## src/rtl/mpc_kob.sv

```systemverilog
// mpc_kob: keep-order buffer, one in-order FIFO of bank ids per upstream channel.
// Each channel's head bank id is offered to the switch box as a req/ack transaction.
`default_nettype none

package mpc_types;
  typedef struct packed {
    logic [1:0]  op;
    logic [31:0] addr;
    logic [31:0] wdata;
  } channel_req_t;
endpackage

module mpc_kob #(
  parameter int DEPTH    = 4,
  parameter int BANK_LSB = 6
) (
  input  logic                    clk,
  input  logic                    rst_n,
  input  logic                    u_channel_0_req_valid,
  input  mpc_types::channel_req_t u_channel_0_req,
  input  logic                    u_channel_1_req_valid,
  input  mpc_types::channel_req_t u_channel_1_req,
  input  logic                    u_channel_2_req_valid,
  input  mpc_types::channel_req_t u_channel_2_req,
  output logic                    ch_0_kob_full,
  output logic                    ch_1_kob_full,
  output logic                    ch_2_kob_full,
  output logic                    d_ch_0_swb_req,
  output logic                    d_ch_1_swb_req,
  output logic                    d_ch_2_swb_req,
  output logic [1:0]              d_ch_0_swb_bank_id,
  output logic [1:0]              d_ch_1_swb_bank_id,
  output logic [1:0]              d_ch_2_swb_bank_id,
  input  logic                    d_ch_0_swb_ack,
  input  logic                    d_ch_1_swb_ack,
  input  logic                    d_ch_2_swb_ack
);

  localparam int PTR_W = $clog2(DEPTH);
  localparam int CNT_W = PTR_W + 1;

  logic [2:0] w_valid;
  logic [2:0] w_ack;
  logic [2:0] w_full;
  logic [2:0] w_req;
  logic [1:0] w_bank_in [3];
  logic [1:0] w_bank    [3];

  // Only the bank field of the address is kept; op, wdata and other address bits are dropped.
  logic w_unused_fields;
  assign w_unused_fields = ^{u_channel_0_req, u_channel_1_req, u_channel_2_req};

  assign w_valid      = {u_channel_2_req_valid, u_channel_1_req_valid, u_channel_0_req_valid};
  assign w_ack        = {d_ch_2_swb_ack, d_ch_1_swb_ack, d_ch_0_swb_ack};
  assign w_bank_in[0] = u_channel_0_req.addr[BANK_LSB+1:BANK_LSB];
  assign w_bank_in[1] = u_channel_1_req.addr[BANK_LSB+1:BANK_LSB];
  assign w_bank_in[2] = u_channel_2_req.addr[BANK_LSB+1:BANK_LSB];

  generate
    for (genvar g = 0; g < 3; g++) begin : g_ch
      logic [1:0]       r_mem [DEPTH];
      logic [PTR_W-1:0] r_wr_ptr;
      logic [PTR_W-1:0] r_rd_ptr;
      logic [CNT_W-1:0] r_count;
      logic             w_push;
      logic             w_pop;

      // Full and req come from registered state only, so a same-cycle pop never frees a slot.
      assign w_full[g] = (r_count == CNT_W'(DEPTH));
      assign w_req[g]  = (r_count != '0);
      assign w_push    = w_valid[g] & ~w_full[g];
      assign w_pop     = w_req[g] & w_ack[g];
      assign w_bank[g] = w_req[g] ? r_mem[r_rd_ptr] : 2'b00;

      always_ff @(posedge clk or negedge rst_n) begin
        if (!rst_n) begin
          for (int i = 0; i < DEPTH; i++) r_mem[i] <= 2'b00;
          r_wr_ptr <= '0;
          r_rd_ptr <= '0;
          r_count  <= '0;
        end else begin
          if (w_push) begin
            r_mem[r_wr_ptr] <= w_bank_in[g];
            r_wr_ptr        <= r_wr_ptr + 1'b1;
          end
          if (w_pop) r_rd_ptr <= r_rd_ptr + 1'b1;
          if (w_push && !w_pop)      r_count <= r_count + 1'b1;
          else if (w_pop && !w_push) r_count <= r_count - 1'b1;
        end
      end
    end
  endgenerate

  assign ch_0_kob_full      = w_full[0];
  assign ch_1_kob_full      = w_full[1];
  assign ch_2_kob_full      = w_full[2];
  assign d_ch_0_swb_req     = w_req[0];
  assign d_ch_1_swb_req     = w_req[1];
  assign d_ch_2_swb_req     = w_req[2];
  assign d_ch_0_swb_bank_id = w_bank[0];
  assign d_ch_1_swb_bank_id = w_bank[1];
  assign d_ch_2_swb_bank_id = w_bank[2];

endmodule

`default_nettype wire

```

## config.mk

```make
export PLATFORM = sky130hd
export DESIGN_NAME = mpc_kob
export DESIGN_NICKNAME = d
export VERILOG_FILES = /design/src/rtl/mpc_kob.sv
export SDC_FILE = /design/constraint.sdc
export NUM_CORES = 1
export LEC_CHECK = 0
export BUFFER_PORTS_ARGS = -buffer_cell sky130_fd_sc_hd__buf_2
export CAP_MARGIN = 5
export CORE_MARGIN = 8
export CORE_UTILIZATION = 30
export CTS_CLUSTER_SIZE = 24
export DETAILED_ROUTE_END_ITERATION = 7
export PLACE_DENSITY = 0.67
export RECOVER_POWER = 50
export SLEW_MARGIN = 25
export SYNTH_ARGS = -nofsm -noshare
export SYNTH_HDL_FRONTEND = slang
export SYNTH_SLANG_ARGS = --single-unit
```

## constraint.sdc

```tcl
create_clock -name clk -period 2.1 [get_ports clk]
set_input_delay 0.105 -clock clk [delete_from_list [all_inputs] [get_ports clk]]
set_output_delay 0.105 -clock clk [all_outputs]
set_load 0.02 [all_outputs]
```

## After elaboration in Yosys (flattened, before gate mapping)

Cells that the tools add are included.

- Flip-flop bits (word level): 45
- Latch bits: 0
- Bits in writable memories: 0
- ROM bits: 0
- Bits of input ports: 206
- Output and inout port bits: 12
- Memories: 0

- Add/sub/neg operators: 12
- Multipliers: 0
- Divide/modulo/power cells: 0
- $lt $le $gt $ge: 9
- Equality and inequality tests: 3
- Shift operators: 0
- Muxes and demuxes: 27
- Bitwise logic cells: 15
- Reductions and logical operators: 21

Operator list:

| operator | number |
|---|---|
| $bwmux W8 | 3 |
| $mux W2 | 12 |
| $ge A3 B3 Y1 const B | 6 |
| $mux W3 | 6 |
| $not A2 Y3 | 6 |
| $add A2 B1 Y2 const B | 6 |
| $bmux W2 S2 | 3 |
| $demux W2 S2 | 3 |
| $add A3 B1 Y3 const B | 3 |
| $eq A3 B3 Y1 const B | 3 |
| $logic_and A1 B1 Y1 | 9 |
| $lt A3 B1 Y1 const B | 3 |
| $reduce_bool A3 Y1 | 3 |
| $sub A3 B1 Y3 const B | 3 |
| $and A1 B1 Y1 | 6 |
| $logic_not A1 Y1 | 6 |
| $reduce_bool A2 Y1 | 3 |
| $not A1 Y1 | 3 |

## Logic depth before layout (Yosys ltp)

- Word-level depth: 7
- Gate-level depth with buffers: 9
- Gate-level depth less buffers: 8

## Least setup slack after synthesis

No wires, ideal clock.

- Path type: register to register
- Start point: register g_ch[0].r_count[1]
- End point: register g_ch[0].r_count[2]
- Library setup time: 0.079 ns
- Arrival time: 2.114 ns
- Required time: 2.021 ns
- Path slack: -0.094 ns
- Cell stages (with the launch flop): 10
- Clock period less this slack: 2.194 ns
- Cell sequence: dfrtp_1 > or3_1 > clkbuf_1 > nand2_1 > ha_1 > inv_1 > fa_1 > xor2_1 > nor2_1 > xor2_1

- Elaborated cells between the ends (all ways): 14
- Classes of those cells: 2 x add/sub; 1 x eq/ne; 2 x mux; 3 x bitwise; 6 x reduce/logical

RTL lines:

| element | line | RTL |
|---|---|---|
| start, declared | 64 | `logic [CNT_W-1:0] r_count;` |
| start signal, assigned | 87 | `if (w_push && !w_pop) r_count <= r_count + 1'b1;` |
| start signal, assigned | 88 | `else if (w_pop && !w_push) r_count <= r_count - 1'b1;` |
| $reduce_bool A3 Y1 * | 70 | `assign w_req[g] = (r_count != '0);` |
| via d_ch_0_swb_req | 28 | `output logic d_ch_0_swb_req,` |
| $and A1 B1 Y1 * | 72 | `assign w_pop = w_req[g] & w_ack[g];` |
| $logic_not A1 Y1 | 87 |  |
| $logic_and A1 B1 Y1 | 87 |  |
| $mux W3 or $reduce_bool A2 Y1 (tied branches) | -- |  |

Mark *: on every way through the listed nets, which the timed path passes. The rest lies on a longest branch. The select of a mux whose other input is x is not followed.
A chain may end at the register's enable or synchronous reset.

## Worst setup path after layout

- Start point: register g_ch[1].r_count[0]
- End point: register g_ch[1].r_count[2]

- Cells in the longest elaborated chain, start to end: 6
- Elaborated cells between the ends (all ways): 14
- Classes of those cells: 2 x add/sub; 1 x eq/ne; 2 x mux; 3 x bitwise; 6 x reduce/logical

Ends and longest elaborated chain:

| element | line |
|---|---|
| start, declared | 64 |
| start signal, assigned | 87 |
| start signal, assigned | 88 |
| branches (longest 6 deep; another with $sub A3 B1 Y3) | -- |

Parallel ways; which one is timed is not known. The select of a mux whose other input is x is not followed.

==> key figures <==
Worst setup path
  • CP Launch Type: flip-flop
  • CP max stage delay: 0.41 ns
  • FF-to-FF setup slack: 0.12 ns
  • CP most frequent cell: xor2_1
  • RR Endpoint: g_ch[1].r_count[2]$_DFFE_PN0P_
  • CP Max Fanout: 2
  • Cell Chain, Critical Path: or3_4, nand2_2, ha_2, inv_1, fa_1, xor2_1, nor2_1, xor2_1
  • Worst r2r src: g_ch[1].r_count[0]$_DFFE_PN0P_
  • Reg2reg path depth: 8
  • Worst path arrival time: 2.20 ns
  • Setup crit end kind: flip-flop
  • CP max stage cell: dfrtp_2
  • CP Class: flip-flop to flip-flop
  • CP required: 2.32 ns

Drt
  • Via count: 1369
  • ANT nets after route: 0
  • Vias/cell: 4.21
  • DR DRC count: 0
  • 1st-iter DRT viols: 22
  • DR WL/cell: 12.2 um
  • TritonRoute pass-1 iters: 4
  • Aggregate routed wire length: 3980 um

Finish
  • Most frequent cells in the layout: dfrtp_1 (42), mux2_2 (30), buf_2 (24)
  • Non-filler cells, final: 325
  • Core Util, Final: 37.4%
  • Antenna Cells: 0
  • Synthesis-to-finish area growth: 22.7%
  • Most common cell after layout, fill and taps aside: dfrtp_1
  • Share of cells above drive strength 1: 46.2%
  • Nets: 447

GRT
  • Largest net degree at the start of global routing: 28
  • Total track usage: 8.10%
  • Total grt overflow: 0
  • Global-route wire length before repair: 7310 um
  • Initial antenna violation count: 0
  • Vias in the first global route: 1546

Die
  • Placement Rows: 32
  • Core area: 7610 um2
  • Die ar.: 10800 um2
  • Die Y: 104 um
  • # IOs: 218
  • Die Wd: 104 um
  • Starting Density: 30.5%

Synth
  • Cell count after synthesis: 177
  • Netlist cell types: 17
  • Synth Cell Area: 2320 um2
  • Synth Warn #: 0
  • Post-synthesis sequential element count: 45
  • Synthesized area per cell: 13.1 um2
  • Seq/Total Area, Yosys: 48.6%
  • Synth Net Count: 401

Clock tree
  • CTS tree: built
  • Worst-skew pair later-pin latency: 0.29 ns
  • Max clock buf depth: 2
  • Worst-path clk slew: 0.08 ns
  • Number of H-tree levels: 2
  • TritonCTS Buffers: 5
  • Clock sinks: 45
  • Root buf cell: clkbuf_8

Timing
  • Setup_tns: 0 ns
  • Max Fclk: 0.504 GHz
  • Clk_skew: 0.00668 ns
  • Actual slew at the worst max-slew pin: 1.50 ns
  • Worst Hold Slack: 0.0925 ns
  • Crit path time final: 1.98 ns
  • RSZ-0062 raised after global routing: no
  • Final Hold Viols: 0
  • Slew Viols, Final: 0
  • Final worst-path cycle share: 94.5%
  • Worst slew margin: 0.145%
  • # setup viols final: 0

Hold path
  • Endpoint, Worst Hold: g_ch[0].r_mem[7]$_DFFE_PN0P_
  • Hold Path Class: input pin to flip-flop
  • Hold Path Cell Cnt: 2
  • Worst hold start: u_channel_0_req[39]

Place
  • Port Buffer Count: 25
  • Gpl congestion: 0.736
  • Hpwl dp: 3190 um
  • Placed cells: 315

Status
  • Status: finished, violations left
  • Violated checks: max-capacitance violations

Pwr
  • Max VDD drop: 0.435 mV
  • Leakage power: 1.27 nW
  • Pwr Density: 1600 nW/um2

Flow run
  • Max-Cap Viols: 1
[cell usage after synthesis (all sizes together)]
cell    instances  area, um2
clkbuf          2       7.51
or3             3       18.8
nor2           15       56.3
ha             15        188
inv             9       33.8
nand3           3       15.0
and2            6       37.5
nor3b           3       56.3
dfrtp          45       1130
xnor2          12        105
mux4            6        135
fa              3       60.1
xor2            6       52.6
buf             1       5.00
nand2          15       56.3
nor2b           3       26.3
mux2           30        338
[critical path: cells and delay by family, from the launching register on]
family | cells | cell delay (ns)
xor gates and xnor gates | 2 | 0.31
buffers and inverters | 1 | 0.05
adders and majority gates | 2 | 0.56
and+or+nand+nor | 3 | 0.59
DFF | 1 | 0.41
[worst max-delay path by stage]
stage / start / endpoint / cells past startpoint
finish: g_ch[1].r_count[0]$_DFFE_PN0P_ / g_ch[1].r_count[2]$_DFFE_PN0P_ / 8
detailed placement: g_ch[2].r_count[2]$_DFFE_PN0P_ / g_ch[2].r_count[2]$_DFFE_PN0P_ / 8
CTS: g_ch[2].r_count[2]$_DFFE_PN0P_ / g_ch[2].r_count[2]$_DFFE_PN0P_ / 8
global placement: g_ch[2].r_count[2]$_DFFE_PN0P_ / g_ch[2].r_count[2]$_DFFE_PN0P_ / 8
floorplan: g_ch[1].r_count[0]$_DFFE_PN0P_ / g_ch[1].r_count[2]$_DFFE_PN0P_ / 9
global route: g_ch[1].r_count[0]$_DFFE_PN0P_ / g_ch[1].r_count[2]$_DFFE_PN0P_ / 8
[flip-flops by register name, summed over array words and instances (netlist names)]
signal	flops
g_ch.r_wr_ptr	6
g_ch.r_mem	24
g_ch.r_rd_ptr	6
g_ch.r_count	9
[kinds of logic after synthesis]
| kind of cell | Yosys count | share of synthesized area, % |
|---|---|---|
| xor+xnor | 18 | 6.80 |
| flops | 45 | 48.6 |
| simple gates | 48 | 11.5 |
| buf+inv | 12 | 2.00 |
| mux | 36 | 20.4 |
| fa+ha+maj | 18 | 10.7 |
[per-stage QoR]
step | instance area [um2] | power (W) | setup slack, ns
after floorplan | 2360 | 0.00329 | 0.00798
after global placement | 2680 | 0.00382 | 0.0882
after detailed placement | 2680 | 0.00390 | 0.0371
after CTS | 2800 | 0.00454 | 0.0189
after global routing | 2840 | 0.00495 | 0.00426
final | 2840 | 0.00454 | 0.116
[area by class of cell]
| class | instances | area (um2) |
|---|---|---|
| Clock inverter | 2 | 35.0 |
| Tap cell | 102 | 128 |
| Fill cell | 773 | 4760 |
| Multi-Input combinational cell | 120 | 1200 |
| Sequential cell | 45 | 1130 |
| Timing Repair Buffer | 42 | 249 |
| Clock buffer | 5 | 68.8 |
| Inverter | 9 | 33.8 |
[power by group]
part           internal (W)  leakage (nW)  switching (W)  total, W
logic               0.00127         0.690        0.00101   0.00228
registers           0.00134         0.527       0.000308   0.00164
clock network      0.000346        0.0540       0.000273  0.000618
[routing by layer]
| metal | wire [um] | global-route usage, % | up-vias |
|---|---|---|---|
| met5 | 0 | 0 | - |
| met4 | 18 | 2.17 | 0 |
| met3 | 179 | 3.10 | 2 |
| met2 | 1980 | 13.4 | 15 |
| met1 | 1800 | 9.59 | 673 |
| li1 | - | - | 679 |
[timing repair]
item / 4_1_cts / 5_1_grt
resized for setup: 0 / 8
setup buffers: 0 / 2
endpoints found under the setup margin: 0 / 3
hold endpoints to repair: 25 / 0
hold buffers: 1 / 0
Power figures use the tool's default switching activity.
